$ cat config.mk
export PLATFORM = sky130hd
export DESIGN_NAME = inst_fetch_mem
export DESIGN_NICKNAME = d
export VERILOG_FILES = /design/src/rtl/inst_fetch_mem.sv
export SDC_FILE = /design/constraint.sdc
export NUM_CORES = 1
export LEC_CHECK = 0
export ABC_AREA = 1
export BUFFER_PORTS_ARGS = -buffer_cell sky130_fd_sc_hd__buf_2
export CORE_UTILIZATION = 25
export CTS_BUF_LIST = sky130_fd_sc_hd__clkbuf_8 sky130_fd_sc_hd__clkbuf_16
export DETAILED_ROUTE_END_ITERATION = 6
export PLACE_DENSITY_LB_ADDON = 0.1
export SLEW_MARGIN = 20
export SYNTH_ARGS = -nofsm -noshare
export SYNTH_HDL_FRONTEND = slang
export SYNTH_SLANG_ARGS = --single-unit
$ cat constraint.sdc
create_clock -name clk -period 2.52 [get_ports clk]
set_clock_uncertainty 0.15 [all_clocks]
set_input_delay 0.126 -clock clk [delete_from_list [all_inputs] [get_ports clk]]
set_output_delay 0.126 -clock clk [all_outputs]
set_load 0.005 [all_outputs]
$ cat src/rtl/inst_fetch_mem.sv
// inst_fetch_mem: synchronous instruction memory with a request/response
// handshake, WAIT_CYCLES extra wait states, bad-address flagging, flush for
// redirects and a run-time program load port.
// Optional: define INST_MEM_PREFETCH_EN to add a one-entry next-sequential
// buffer that serves a hit on the following word with latency 1.
module inst_fetch_mem #(
    parameter int DATA_W      = 32,
    parameter int DEPTH       = 16,
    parameter int ADDR_W      = 32,
    parameter int WAIT_CYCLES = 0
) (
    input  logic              clk,
    input  logic              reset,
    input  logic              req_valid,
    input  logic [ADDR_W-1:0] req_addr,
    output logic              req_ready,
    output logic              resp_valid,
    output logic [DATA_W-1:0] resp_data,
    output logic              resp_err,
    input  logic              flush,
    input  logic              load_en,
    input  logic [ADDR_W-1:0] load_addr,
    input  logic [DATA_W-1:0] load_data
);
    localparam int IDX_W = $clog2(DEPTH);

    typedef enum logic [1:0] {S_IDLE, S_WAIT, S_RESP} state_t;

    // Misaligned, or word index beyond DEPTH (any byte-address bit above the index set).
    function automatic logic addr_bad(input logic [ADDR_W-1:0] a);
        return (a[1:0] != 2'b00) || (a[ADDR_W-1:IDX_W+2] != '0);
    endfunction

    logic [DATA_W-1:0] mem [DEPTH];

    state_t            state_q, state_d;
    logic [3:0]        cnt_q, cnt_d;
    logic              req_ready_q, req_ready_d;
    logic              resp_valid_q, resp_valid_d;
    logic [DATA_W-1:0] resp_data_q, resp_data_d;
    logic              resp_err_q, resp_err_d;
    logic [DATA_W-1:0] cap_data_q, cap_data_d;
    logic              cap_err_q, cap_err_d;

    logic              accept, req_bad, load_ok;
    logic              pf_hit, pf_rerr;
    logic [DATA_W-1:0] pf_rdata;

    assign accept  = (state_q == S_IDLE) && req_valid && !flush;
    assign req_bad = addr_bad(req_addr);
    assign load_ok = load_en && !addr_bad(load_addr);

`ifdef INST_MEM_PREFETCH_EN
    logic              pf_valid_q, pf_valid_d;
    logic [ADDR_W-1:0] pf_tag_q, pf_tag_d;
    logic [DATA_W-1:0] pf_data_q, pf_data_d;
    logic              pf_err_q, pf_err_d;
    logic [ADDR_W-1:0] base_q, base_d;
    logic [ADDR_W-1:0] nxt_addr;
    logic              nxt_bad;

    assign pf_hit   = pf_valid_q && (req_addr == pf_tag_q);
    assign pf_rdata = pf_data_q;
    assign pf_rerr  = pf_err_q;
    assign nxt_addr = base_q + ADDR_W'(4);
    assign nxt_bad  = addr_bad(nxt_addr);

    // Fill the buffer with the following word as a good response retires; drop it on flush or a load to its word.
    always_comb begin
        pf_valid_d = pf_valid_q;
        pf_tag_d   = pf_tag_q;
        pf_data_d  = pf_data_q;
        pf_err_d   = pf_err_q;
        base_d     = accept ? req_addr : base_q;
        if (state_q == S_RESP && !flush && !cap_err_q) begin
            pf_valid_d = 1'b1;
            pf_tag_d   = nxt_addr;
            pf_err_d   = nxt_bad;
            pf_data_d  = nxt_bad ? '0 : mem[nxt_addr[IDX_W+1:2]];
        end
        if (flush) pf_valid_d = 1'b0;
        if (load_ok && load_addr == pf_tag_d) pf_valid_d = 1'b0;
    end

    // Prefetch buffer registers.
    always_ff @(posedge clk or posedge reset) begin
        if (reset) begin
            pf_valid_q <= 1'b0;
            pf_tag_q   <= '0;
            pf_data_q  <= '0;
            pf_err_q   <= 1'b0;
            base_q     <= '0;
        end else begin
            pf_valid_q <= pf_valid_d;
            pf_tag_q   <= pf_tag_d;
            pf_data_q  <= pf_data_d;
            pf_err_q   <= pf_err_d;
            base_q     <= base_d;
        end
    end
`else
    assign pf_hit   = 1'b0;
    assign pf_rdata = '0;
    assign pf_rerr  = 1'b0;
`endif

    // FSM next state: accept in IDLE, count WAIT_CYCLES+1 wait cycles, one-cycle RESP.
    always_comb begin
        state_d    = state_q;
        cnt_d      = cnt_q;
        cap_data_d = cap_data_q;
        cap_err_d  = cap_err_q;
        unique case (state_q)
            S_IDLE: begin
                if (accept) begin
                    if (pf_hit) begin
                        cap_data_d = pf_rdata;
                        cap_err_d  = pf_rerr;
                        state_d    = S_RESP;
                    end else begin
                        // Read happens against pre-edge contents, so a same-edge load returns the old word.
                        cap_data_d = req_bad ? '0 : mem[req_addr[IDX_W+1:2]];
                        cap_err_d  = req_bad;
                        cnt_d      = 4'(WAIT_CYCLES);
                        state_d    = S_WAIT;
                    end
                end
            end
            S_WAIT: begin
                if (flush)              state_d = S_IDLE;
                else if (cnt_q == 4'd0) state_d = S_RESP;
                else                    cnt_d   = cnt_q - 4'd1;
            end
            S_RESP:  state_d = S_IDLE;
            default: state_d = S_IDLE;
        endcase
        req_ready_d  = (state_d == S_IDLE);
        resp_valid_d = (state_d == S_RESP);
        resp_data_d  = resp_data_q;
        resp_err_d   = resp_err_q;
        if (state_d == S_RESP && state_q != S_RESP) begin
            resp_data_d = cap_data_d;
            resp_err_d  = cap_err_d;
        end
    end

    // Control and output registers.
    always_ff @(posedge clk or posedge reset) begin
        if (reset) begin
            state_q      <= S_IDLE;
            cnt_q        <= '0;
            req_ready_q  <= 1'b1;
            resp_valid_q <= 1'b0;
            resp_data_q  <= '0;
            resp_err_q   <= 1'b0;
            cap_data_q   <= '0;
            cap_err_q    <= 1'b0;
        end else begin
            state_q      <= state_d;
            cnt_q        <= cnt_d;
            req_ready_q  <= req_ready_d;
            resp_valid_q <= resp_valid_d;
            resp_data_q  <= resp_data_d;
            resp_err_q   <= resp_err_d;
            cap_data_q   <= cap_data_d;
            cap_err_q    <= cap_err_d;
        end
    end

    // Program load; contents survive reset.
    always_ff @(posedge clk) begin
        if (load_ok) mem[load_addr[IDX_W+1:2]] <= load_data;
    end

    assign req_ready  = req_ready_q;
    assign resp_valid = resp_valid_q && !flush;
    assign resp_data  = resp_data_q;
    assign resp_err   = resp_err_q;
endmodule

==> flow_summary.rst, run 1 <==
.. list-table::
   :header-rows: 1

   * - Metric
     - Value
   * - Syn. warnings
     - 0
   * - Number of library cell types mapped by synthesis
     - 27
   * - P per Cell Area
     - 743 nW/um2
   * - Commonest cells after routing, fill and taps aside
     - sky130_fd_sc_hd__nand2_1 (705), sky130_fd_sc_hd__edfxtp_1 (512), sky130_fd_sc_hd__nand3_1 (484)
   * - Transition time of the tightest slew-check pin
     - 0.945 ns
   * - Number of nets produced by synthesis
     - 2,111
   * - Fraction of final layout cells sized beyond drive strength 1
     - 0.152
   * - Category of the worst setup path launch point
     - input port
   * - Part of the power in the clock network
     - 0.441
   * - Register bit count reported by yosys
     - 586
   * - Via count
     - 15,700
   * - Antenna fix cells
     - 0
   * - Post-Synthesis Cell Area
     - 23,600 um2
   * - Row Count
     - 112
   * - Final worst setup slack
     - 0.244 ns
   * - Switching component of the power
     - 5.08 mW
   * - Most frequent CP cell
     - sky130_fd_sc_hd__nand2_1
   * - Number of inserted filler cells in the final layout
     - 9,534
   * - Count of final setup violators
     - 0
   * - Critical-path top delay cell
     - sky130_fd_sc_hd__dlygate4sd3_1
   * - CTS max path bufs
     - 3
   * - Static power due to leakage
     - 11.1 nW
   * - First-pass GRT wire length
     - 109,000 um
   * - Die Wd
     - 309 um
   * - Crit-path cells
     - dlygate4sd3_1 > buf_2 > nor2_1 > dlygate4sd3_1 > nand2_1 > dlygate4sd3_1 > nor2_1 > nand2_1 > nor3_2 > nand2_1 > nand2_1 > nand2_1 > nand2_1
   * - CP Data Arrival Time
     - 2.68 ns
   * - Min-delay worst type
     - in -> async
   * - CTS tree
     - done
   * - Dominant delay contributor by cell family on the critical path
     - buffers and inverters
   * - Vias in the first global route
     - 16,000
   * - Initial core utilization
     - 0.253
   * - Crit-path max FO
     - 2
   * - Most area-hungry cell type in the Yosys netlist
     - sky130_fd_sc_hd__edfxtp_1
   * - Buffers plus inverters on the worst setup path
     - 4
   * - Share of the clock period used by the worst path after layout
     - 0.903
   * - Status
     - finished, final reports clean
   * - Detailed Routing Iterations Pass 1
     - 5
   * - Routed len/inst
     - 20.8 um
   * - Peak supply drop
     - 0.000377 V
   * - Startpoint of the worst register-to-register path
     - cnt_q[0]
   * - Area grow syn2layout
     - 24.0%
   * - CTS H-tree lvls
     - 3
   * - Post-CTS setup buffer count
     - 0
   * - Kind of end point of the critical path
     - flip-flop
   * - Avg Synthesized Cell Area
     - 11.7 um2
   * - Most frequent standard cell in the layout excluding fill and tap cells
     - sky130_fd_sc_hd__nand2_1
   * - Data required time of the critical path
     - 2.92 ns
   * - Aggregate routed wire length
     - 73,900 um
   * - Total core area
     - 93,300 um2
   * - CTS Root Buffer Type
     - sky130_fd_sc_hd__clkbuf_16
   * - Number of DRC markers after the initial detailed-route iteration
     - 1,088
   * - Largest stage delay, worst path
     - 0.56 ns
   * - Count of pins on the block boundary
     - 136
   * - Worst skew pair latency
     - 0.61 ns
   * - Share of total power in combinational logic
     - 0.069
   * - Fmax achieved
     - 439 MHz
   * - GRT Resource Usage Total
     - 0.157
   * - RePlAce Congestion
     - 0.753
   * - HPWL Detailed
     - 48,000 um
   * - Largest net degree at the start of global routing
     - 72
   * - Hold Fails Final Rpt
     - 0
   * - Worst Setup Slack post-DPL
     - 0.133 ns
   * - Register Area
     - 17,200 um2
   * - PortBufs
     - 135
   * - Final core utilization
     - 0.313
   * - Crit Path Category
     - in -> reg
   * - Number of antenna violations at the first check in global routing
     - 6
   * - CP startpoint
     - req_addr[10]
   * - Area taken by multi-input logic gates
     - 5590 um2
   * - Unrepaired setup endpoints after global routing
     - no
   * - Clock-pin slew on the worst setup and hold paths
     - 0.06 ns
   * - Slew headroom
     - 0.369
   * - Num CTS Buffers
     - 70
   * - Final number of max-transition violations
     - 0
   * - Cell types occupying the most area after synthesis
     - sky130_fd_sc_hd__edfxtp_1 (65%), sky130_fd_sc_hd__nand2_1 (11%), sky130_fd_sc_hd__nand3_1 (10%), sky130_fd_sc_hd__dfrtp_1 (7.7%), sky130_fd_sc_hd__buf_2 (1.2%)
   * - Net count, final
     - 2,350
   * - Residual DRC count
     - 0
   * - Sequential fraction of design power
     - 0.490
   * - Cell-internal power
     - 16.6 mW
   * - Die Span Y
     - 309 um
   * - Cells after synthesis
     - 2,009
   * - Detail-routed via count per cell
     - 4.42
   * - Die area
     - 95,500 um2
   * - Clock Sink Count
     - 586
   * - Post-route ant nets
     - 0
   * - Post-synth top area share
     - 0.652
   * - Total grt overflow
     - 0
   * - Final min period
     - 2.28 ns
   * - Sequential-to-total area share from yosys stat
     - 0.731
   * - Switching share of power
     - 0.234
   * - Setup TNS
     - 0 ns
   * - Max capacitance violation total
     - 0
==> worst reg2reg max path: cells and delay by family, from the launching register on <==
kind / cells / cell delay (ns)
simple gates: 4 / 0.47
flops: 1 / 0.34
fa+ha+maj: 1 / 0.23
buf+inv: 2 / 0.75
==> sequential cells by signal, summed over array words and instances (netlist names) <==
register      flops
cap_data_q       32
cap_err_q         1
cnt_q             4
mem             512
req_ready         1
resp_data        32
resp_err          1
resp_valid_q      1
state_q           2
==> cells by family after synthesis <==
| group | share of synthesized area |
|---|---|
| buffers and inverters | 0.0377 |
| adder cells (fa/ha/maj) | 0.000531 |
| AND/OR/NAND/NOR | 0.230 |
| flip-flops | 0.731 |
| AO/OA/AOI/OAI | 0.00127 |
==> power groups by stage <==
| stage | clock network (mW) | registers (mW) | logic, mW |
|---|---|---|---|
| after global placement | 0 | 10.8 | 1.45 |
| final | 9.58 | 10.6 | 1.49 |
| after floorplan | 0 | 10.8 | 0.740 |
| after detailed placement | 0 | 10.8 | 1.46 |
| after CTS | 9.90 | 10.6 | 1.53 |
| after global routing | 10.3 | 10.6 | 1.66 |
==> final cells by class <==
class	instances	area share
repair buffers	285	0.0870
clock buffers	77	0.0648
flip-flops and latches	586	0.589
well taps	1254	0.0537
clock inverters	50	0.00959
multi-input cells	1275	0.191
inverters	30	0.00420
==> Yosys cell counts (all sizes together) <==
cell	number
edfxtp	512
nor4	4
dfrtp	73
nor2	65
buf	111
nand3b	3
ha	1
nand2	705
a21oi	3
dfstp	1
nor3b	1
nor3	2
o21ai	3
nand3	484
and2	1
nand4	3
inv	30
clkbuf	7
==> path summary, 6_finish.rpt <==
check,end,cells after the start,slack [ns]
worst max-delay path,resp_data[30],13,0.24
worst min-delay path,resp_data[23],3,0.02
worst max register to register,resp_data[17],7,0.50
worst min register to register,resp_data[25],2,0.32
max in group asynchronous,req_ready,4,1.44
min in group clk,cnt_q[2],5,0.10
==> layer usage <==
| layer | part of all wire | global-route usage |
|---|---|---|
| met1 | 0.50 | 0.233 |
| met2 | 0.43 | 0.233 |
| met3 | 0.047 | 0.0253 |
| met4 | 0.023 | 0.0490 |
| met5 | 0 | 0 |
==> metrics by stage <==
step	power [mW]	hold WS (ns)	area, um2	cells
after floorplan	11.6	0.0487	23600	2009
after global placement	12.3	0.119	26500	3373
after detailed placement	12.3	0.126	26500	3373
after CTS	22.1	0.0104	29200	3557
after global routing	22.6	0.0622	29200	3557
final	21.7	0.0225	29200	3557
==> repair_timing <==
action | 4_1_cts | 5_1_grt
gates resized for setup | 0 | 1
hold buffers | 57 | 0
setup endpoints to repair | 0 | 1
endpoints found under the hold margin | 607 | 0
Note: power is estimated with default switching activity, not from simulation.
==> run 2: changes to the inputs <==
Settings changed: CTS_BUF_LIST sky130_fd_sc_hd__clkbuf_8 sky130_fd_sc_hd__clkbuf_16 to sky130_fd_sc_hd__clkbuf_8, RECOVER_POWER from default to 50.
==> flow_summary.rst, run 2 (synthesis results as in run 1) <==
.. list-table::
   :header-rows: 1

   * - Metric
     - Value
   * - Status
     - finished, final reports clean
   * - Data required time of the critical path
     - 3.05 ns (+0.13 ns)
   * - Worst Setup Slack post-DPL
     - 0.133 ns (unchanged)
   * - Share of the clock period used by the worst path after layout
     - 0.939 (+0.0356)
   * - Count of pins on the block boundary
     - 136 (unchanged)
   * - Transition time of the tightest slew-check pin
     - 1.23 ns (+0.281 ns)
   * - Clock Sink Count
     - 586 (unchanged)
   * - Kind of end point of the critical path
     - flip-flop
   * - CTS max path bufs
     - 3 (unchanged)
   * - Final min period
     - 2.37 ns (+0.0898 ns)
   * - CTS Root Buffer Type
     - sky130_fd_sc_hd__clkbuf_8
   * - Unrepaired setup endpoints after global routing
     - no
   * - Final core utilization
     - 0.312 (-0.00161)
   * - Initial core utilization
     - 0.253 (unchanged)
   * - Hold Crit Depth
     - 5
   * - Residual DRC count
     - 0 (unchanged)
   * - CTS tree
     - done
   * - Total grt overflow
     - 0 (unchanged)
   * - Slew headroom
     - 0.183 (-0.186)
   * - P per Cell Area
     - 706 nW/um2 (-4.9%)
   * - Flop-to-flop setup slack
     - 0.35 ns (-0.15 ns)
   * - PortBufs
     - 135 (unchanged)
   * - Total core area
     - 93,300 um2 (unchanged)
   * - Row Count
     - 112 (unchanged)
   * - Largest net degree at the start of global routing
     - 72 (unchanged)
   * - Min-delay worst type
     - in -> reg
   * - RePlAce Congestion
     - 0.753 (unchanged)
   * - Post-route ant nets
     - 0 (unchanged)
   * - Flip-flop count of the largest register, all copies and words added
     - 512 (unchanged)
   * - Most frequent standard cell in the layout excluding fill and tap cells
     - sky130_fd_sc_hd__nand2_1
   * - CP startpoint
     - req_addr[8]
   * - Category of the worst setup path launch point
     - input port
   * - Peak supply drop
     - 0.000354 V (-6.0%)
   * - Crit Path Category
     - in -> reg
   * - Die Wd
     - 309 um (unchanged)
   * - Terminus of the critical flop-to-flop path
     - resp_data[29]
   * - Total power
     - 20.5 mW (-5.4%)
   * - Worst reg-to-reg path cell count
     - 11 (+4)
   * - Detail-routed via count per cell
     - 4.40 (-0.62%)
   * - Hold Fails Final Rpt
     - 0 (unchanged)
   * - Net count, final
     - 2,403 (+2.3%)
   * - Post-CTS setup buffer count
     - 0 (unchanged)
   * - Aggregate routed wire length
     - 75,200 um (+1.8%)
   * - HPWL Detailed
     - 48,000 um (unchanged)
   * - Startpoint of the worst register-to-register path
     - state_q[1]
   * - CTS H-tree lvls
     - 3 (unchanged)
   * - Number of antenna violations at the first check in global routing
     - 7 (+1)
   * - Final number of max-transition violations
     - 0 (unchanged)
   * - Routed len/inst
     - 20.7 um (-0.57%)
   * - Die Span Y
     - 309 um (unchanged)
   * - Count of final setup violators
     - 0 (unchanged)
   * - First-pass GRT wire length
     - 111,000 um (+1.8%)
   * - Critical path endpoint
     - resp_data[29]
   * - Die area
     - 95,500 um2 (unchanged)
   * - CP Data Arrival Time
     - 2.89 ns (+0.21 ns)
   * - Vias in the first global route
     - 16,500 (+3.0%)
   * - Area grow syn2layout
     - 23.3%
   * - Fmax achieved
     - 423 MHz (-3.8%)
   * - Commonest cells after routing, fill and taps aside
     - sky130_fd_sc_hd__nand2_1 (705), sky130_fd_sc_hd__edfxtp_1 (512), sky130_fd_sc_hd__nand3_1 (484)
   * - Number of DRC markers after the initial detailed-route iteration
     - 1,100 (+1.1%)
   * - Detailed Routing Iterations Pass 1
     - 7 (+2)
   * - Num CTS Buffers
     - 106 (+51%)
   * - GRT Resource Usage Total
     - 0.159 (+0.00246)
   * - Fraction of final layout cells sized beyond drive strength 1
     - 0.139 (-0.0131)
   * - Max capacitance violation total
     - 0 (unchanged)
   * - Final worst setup slack
     - 0.155 ns (-0.0898 ns)
   * - Crit-path max FO
     - 15 (+13)
   * - Clock-pin slew on the worst setup and hold paths
     - 0.06 ns (about the same)
   * - Static power due to leakage
     - 11.0 nW (-1.1%)
   * - Worst skew pair latency
     - 0.74 ns (+0.13 ns)
   * - Setup TNS
     - 0 ns (unchanged)
   * - Via count
     - 16,000 (+1.8%)
run 2: cell count changes in the layout (fill, tap and decap cells not counted), moves of 11 or more:
| cell | previous run | this run |
|---|---|---|
| sky130_fd_sc_hd__clkbuf_16 | 74 | 0 |
| sky130_fd_sc_hd__dlygate4sd3_1 | 57 | 73 |
| sky130_fd_sc_hd__clkinv_1 | 13 | 30 |
| sky130_fd_sc_hd__buf_2 | 133 | 81 |
| sky130_fd_sc_hd__inv_1 | 42 | 53 |
| sky130_fd_sc_hd__clkbuf_1 | 0 | 53 |
| sky130_fd_sc_hd__clkbuf_8 | 4 | 108 |
run 2: layout make-up:
class	instances	area [um2]
flip-flops and latches	586	17200
clock inverters	84	453
fillers	9603	64300
inverters	30	120
multi-input cells	1275	5590
clock buffers	107	1470
repair buffers	302	2640
diodes	4	10.0
well taps	1254	1570
run 2: routing by layer:
metal / up-vias / share of wire / GRT usage
li1: 7603 / - / -
met1: 7927 / 0.50 / 0.234
met2: 384 / 0.43 / 0.239
met3: 101 / 0.045 / 0.0259
met4: 0 / 0.021 / 0.0494
met5: - / 0 / 0
run 2: worst min path at each step:
stage,startpoint,to,slack (ns)
5_1_grt,load_addr[2],mem[7][22],0.08
3_3_place_gp,reset,resp_data[23],0.12
3_5_place_dp,reset,resp_data[23],0.13
6_report,load_addr[2],mem[7][22],0.09
2_1_floorplan,flush,resp_valid_q,0.05
4_1_cts,load_addr[2],mem[7][22],0.006
run 2: per-stage QoR:
stage	instances	hold WS [ns]	cell area [um2]
2_1_floorplan	2009	0.0487	23600
6_report	3642	0.0916	29100
4_1_cts	3638	0.00558	29200
3_5_place_dp	3373	0.126	26500
3_3_place_gp	3373	0.119	26500
5_1_grt	3642	0.0824	29100
run 2: report_power, final:
group          switching [mW]  total, mW  leakage (nW)  internal, mW
Sequential             0.0293       10.6          5.62          10.6
Clock                    4.13       8.39          1.10          4.27
Combinational            1.06       1.50          4.25         0.438
Total                    5.22       20.5          11.0          15.3
run 2: worst max-delay path: stages:
cell	delay, ns
sky130_fd_sc_hd__dlygate4sd3_1	0.53
sky130_fd_sc_hd__buf_2	0.13
sky130_fd_sc_hd__nor2_1	0.10
sky130_fd_sc_hd__nand2_1	0.06
sky130_fd_sc_hd__dlygate4sd3_1	0.55
sky130_fd_sc_hd__nor2_1	0.10
sky130_fd_sc_hd__nand2_1	0.10
sky130_fd_sc_hd__nor2_4	0.14
sky130_fd_sc_hd__buf_12	0.19
sky130_fd_sc_hd__nand3_1	0.09
sky130_fd_sc_hd__dlygate4sd3_1	0.57
sky130_fd_sc_hd__nand2_1	0.09
sky130_fd_sc_hd__nand2_1	0.06
sky130_fd_sc_hd__nand2_1	0.06
run 2: what timing repair did:
item	4_1_cts	5_1_grt
hold buffers	74	0
hold endpoints to repair	664	0
resized for setup	0	0
==> run 3: changes to the inputs <==
Settings changed: CORE_ASPECT_RATIO from default to 1.1, GPL_ROUTABILITY_DRIVEN from default to 0.
==> flow_summary.rst, run 3 (synthesis results as in run 1) <==
.. list-table::
   :header-rows: 1

   * - Metric
     - Value
   * - Detail-routed via count per cell
     - 4.41 (+0.37%)
   * - Area grow syn2layout
     - 21.9%
   * - Finished Layout Cells
     - 3,618 (-0.66%)
   * - Transition time of the tightest slew-check pin
     - 1.35 ns (+0.127 ns)
   * - Peak supply drop
     - 0.000331 V (-6.6%)
   * - Residual DRC count
     - 0 (unchanged)
   * - HPWL Detailed
     - 43,200 um (-10%)
   * - Largest net degree at the start of global routing
     - 71 (-1.4%)
   * - Metal3 WL
     - 2970 um (-12%)
   * - Routed len/inst
     - 20.9 um (+1.3%)
   * - Category of the worst setup path launch point
     - input port
   * - Clock Sink Count
     - 586 (unchanged)
   * - Net count, final
     - 2,390 (-0.54%)
   * - Aggregate routed wire length
     - 75,700 um (+0.65%)
   * - Total core area
     - 93,000 um2 (-0.40%)
   * - Total power
     - 20.0 mW (-2.7%)
   * - Flop-to-flop setup slack
     - 0.22 ns (-0.13 ns)
   * - Kind of end point of the critical path
     - flip-flop
   * - Row Count
     - 117 (+4.5%)
   * - Unrepaired setup endpoints after global routing
     - yes
   * - Detailed Routing Iterations Pass 1
     - 5 (-2)
   * - Via count
     - 16,000 (-0.29%)
   * - Die area
     - 95,500 um2 (about the same)
   * - Terminating pin of the worst hold path
     - cap_data_q[1]
   * - Total met2 wirelength after detailed routing
     - 34,700 um (+6.6%)
   * - Die Wd
     - 295 um (-4.6%)
   * - CP Data Arrival Time
     - 2.97 ns (+0.08 ns)
   * - Share of the clock period used by the worst path after layout
     - 0.975 (+0.0367)
   * - Worst skew pair latency
     - 0.72 ns (-0.02 ns)
   * - Initial core utilization
     - 0.254 (+0.00101)
   * - GRT Resource Usage Total
     - 0.159 (-0.000850)
   * - Hold Crit Depth
     - 9 (+4)
   * - Number of antenna violations at the first check in global routing
     - 2 (-5)
   * - Final number of max-transition violations
     - 0 (unchanged)
   * - Worst reg-to-reg path cell count
     - 12 (+1)
   * - PortBufs
     - 135 (unchanged)
   * - Min-delay worst type
     - in -> reg
   * - P per Cell Area
     - 695 nW/um2 (-1.6%)
   * - Number of DRC markers after the initial detailed-route iteration
     - 1,177 (+7.0%)
   * - Count of final setup violators
     - 0 (unchanged)
   * - Num CTS Buffers
     - 100 (-5.7%)
   * - Static power due to leakage
     - 10.9 nW (-0.35%)
   * - CTS tree
     - done
   * - Setup TNS
     - 0 ns (unchanged)
   * - CP startpoint
     - req_addr[31]
   * - Crit-path max FO
     - 11 (-4)
   * - Final min period
     - 2.46 ns (+0.0924 ns)
   * - Most frequent standard cell in the layout excluding fill and tap cells
     - sky130_fd_sc_hd__nand2_1
   * - Startpoint of the worst register-to-register path
     - state_q[1]
   * - Flip-flop count of the largest register, all copies and words added
     - 512 (unchanged)
   * - Count of pins on the block boundary
     - 136 (unchanged)
   * - CTS Root Buffer Type
     - sky130_fd_sc_hd__clkbuf_8
   * - Slew headroom
     - 0.0980 (-0.0849)
   * - Number of inserted filler cells in the final layout
     - 9,456 (-1.5%)
   * - Post-route ant nets
     - 0 (unchanged)
   * - Top routing layer in use
     - met4
   * - Launch instance of the worst min-delay path
     - req_addr[23]
   * - Crit Path Category
     - in -> reg
   * - Fraction of final layout cells sized beyond drive strength 1
     - 0.136 (-0.00238)
   * - Die Span Y
     - 324 um (+4.8%)
   * - Total grt overflow
     - 0 (unchanged)
   * - Terminus of the critical flop-to-flop path
     - resp_data[8]
   * - Data required time of the critical path
     - 3.03 ns (-0.02 ns)
   * - Max capacitance violation total
     - 0 (unchanged)
   * - CTS max path bufs
     - 3 (unchanged)
   * - CTS H-tree lvls
     - 3 (unchanged)
   * - Commonest cells after routing, fill and taps aside
     - sky130_fd_sc_hd__nand2_1 (703), sky130_fd_sc_hd__edfxtp_1 (512), sky130_fd_sc_hd__nand3_1 (484)
   * - Fmax achieved
     - 407 MHz (-3.8%)
   * - Vias in the first global route
     - 16,300 (-1.3%)
   * - Status
     - finished, final reports clean
   * - Clock-pin slew on the worst setup and hold paths
     - 0.07 ns (about the same)
   * - Detailed-route wire length on metal 1
     - 36,700 um (-2.6%)
   * - Hold Fails Final Rpt
     - 0 (unchanged)
   * - Post-placement cell count
     - 3,349 (-0.71%)
   * - First-pass GRT wire length
     - 110,000 um (-0.75%)
-- run 3: cell type report --
| class | instances | area (um2) | share of cell area |
|---|---|---|---|
| Clock buffer | 106 | 1460 | 0.0508 |
| Tap cell | 1249 | 1560 | 0.0544 |
| Antenna cell | 2 | 5.00 | 0.000174 |
| Multi-Input combinational cell | 1275 | 5570 | 0.194 |
| Inverter | 30 | 123 | 0.00427 |
| Sequential cell | 586 | 17200 | 0.599 |
| Timing Repair Buffer | 295 | 2460 | 0.0855 |
| Clock inverter | 75 | 332 | 0.0115 |
-- run 3: worst max-delay path by stage --
| stage | depth (start not counted) | slack (ns) | to |
|---|---|---|---|
| 6_report | 15 | 0.06 | resp_data[8] |
| 2_1_floorplan | 5 | -0.24 | mem[0][0] |
| 3_5_place_dp | 9 | 0.29 | mem[0][1] |
| 4_1_cts | 14 | 0.002 | resp_data[5] |
| 5_1_grt | 15 | -0.11 | resp_data[8] |
| 3_3_place_gp | 10 | 0.29 | mem[0][0] |
-- run 3: routing by layer --
metal  global-route usage  vias to the layer above
met1                0.220                     7920
met3               0.0221                       85
met2                0.255                      376
met5                    0                        -
met4               0.0487                        0
li1                     -                     7587
-- run 3: report_power, final --
group	leakage [nW]	internal, mW	switching (mW)
Combinational	4.25	0.429	1.02
Clock	1.06	3.96	3.92
Sequential	5.62	10.6	0.0303
Total	10.9	15.0	4.97
-- run 3: what timing repair did --
action                                  4_1_cts  5_1_grt
gates resized for setup                       0        7
hold endpoints to repair                    686        0
hold buffers                                 88        0
setup buffers                                 0        4
endpoints found under the setup margin        0       19
-- run 3: critical path, cell delays in order --
cell and delay, ns:
sky130_fd_sc_hd__dlygate4sd3_1 0.54, sky130_fd_sc_hd__buf_2 0.12, sky130_fd_sc_hd__nor2_1 0.09, sky130_fd_sc_hd__dlygate4sd3_1 0.55
sky130_fd_sc_hd__nand2_1 0.07, sky130_fd_sc_hd__nor2_1 0.10, sky130_fd_sc_hd__nand2_1 0.09, sky130_fd_sc_hd__nor2_4 0.15
sky130_fd_sc_hd__buf_12 0.14, sky130_fd_sc_hd__buf_16 0.15, sky130_fd_sc_hd__nand3_1 0.07, sky130_fd_sc_hd__dlygate4sd3_1 0.56
sky130_fd_sc_hd__nand2_1 0.08, sky130_fd_sc_hd__nand2_1 0.05, sky130_fd_sc_hd__nand2_1 0.07
-- run 3: metrics by stage --
stage          utilization  cell area [um2]  worst slack [ns]  hold slack [ns]
2_1_floorplan            -            23600            -0.240           0.0487
3_3_place_gp         0.282            26200             0.286            0.108
3_5_place_dp         0.282            26200             0.290            0.111
4_1_cts              0.311            28900           0.00233           0.0329
5_1_grt              0.309            28700            -0.106            0.102
6_report             0.309            28700            0.0621           0.0711
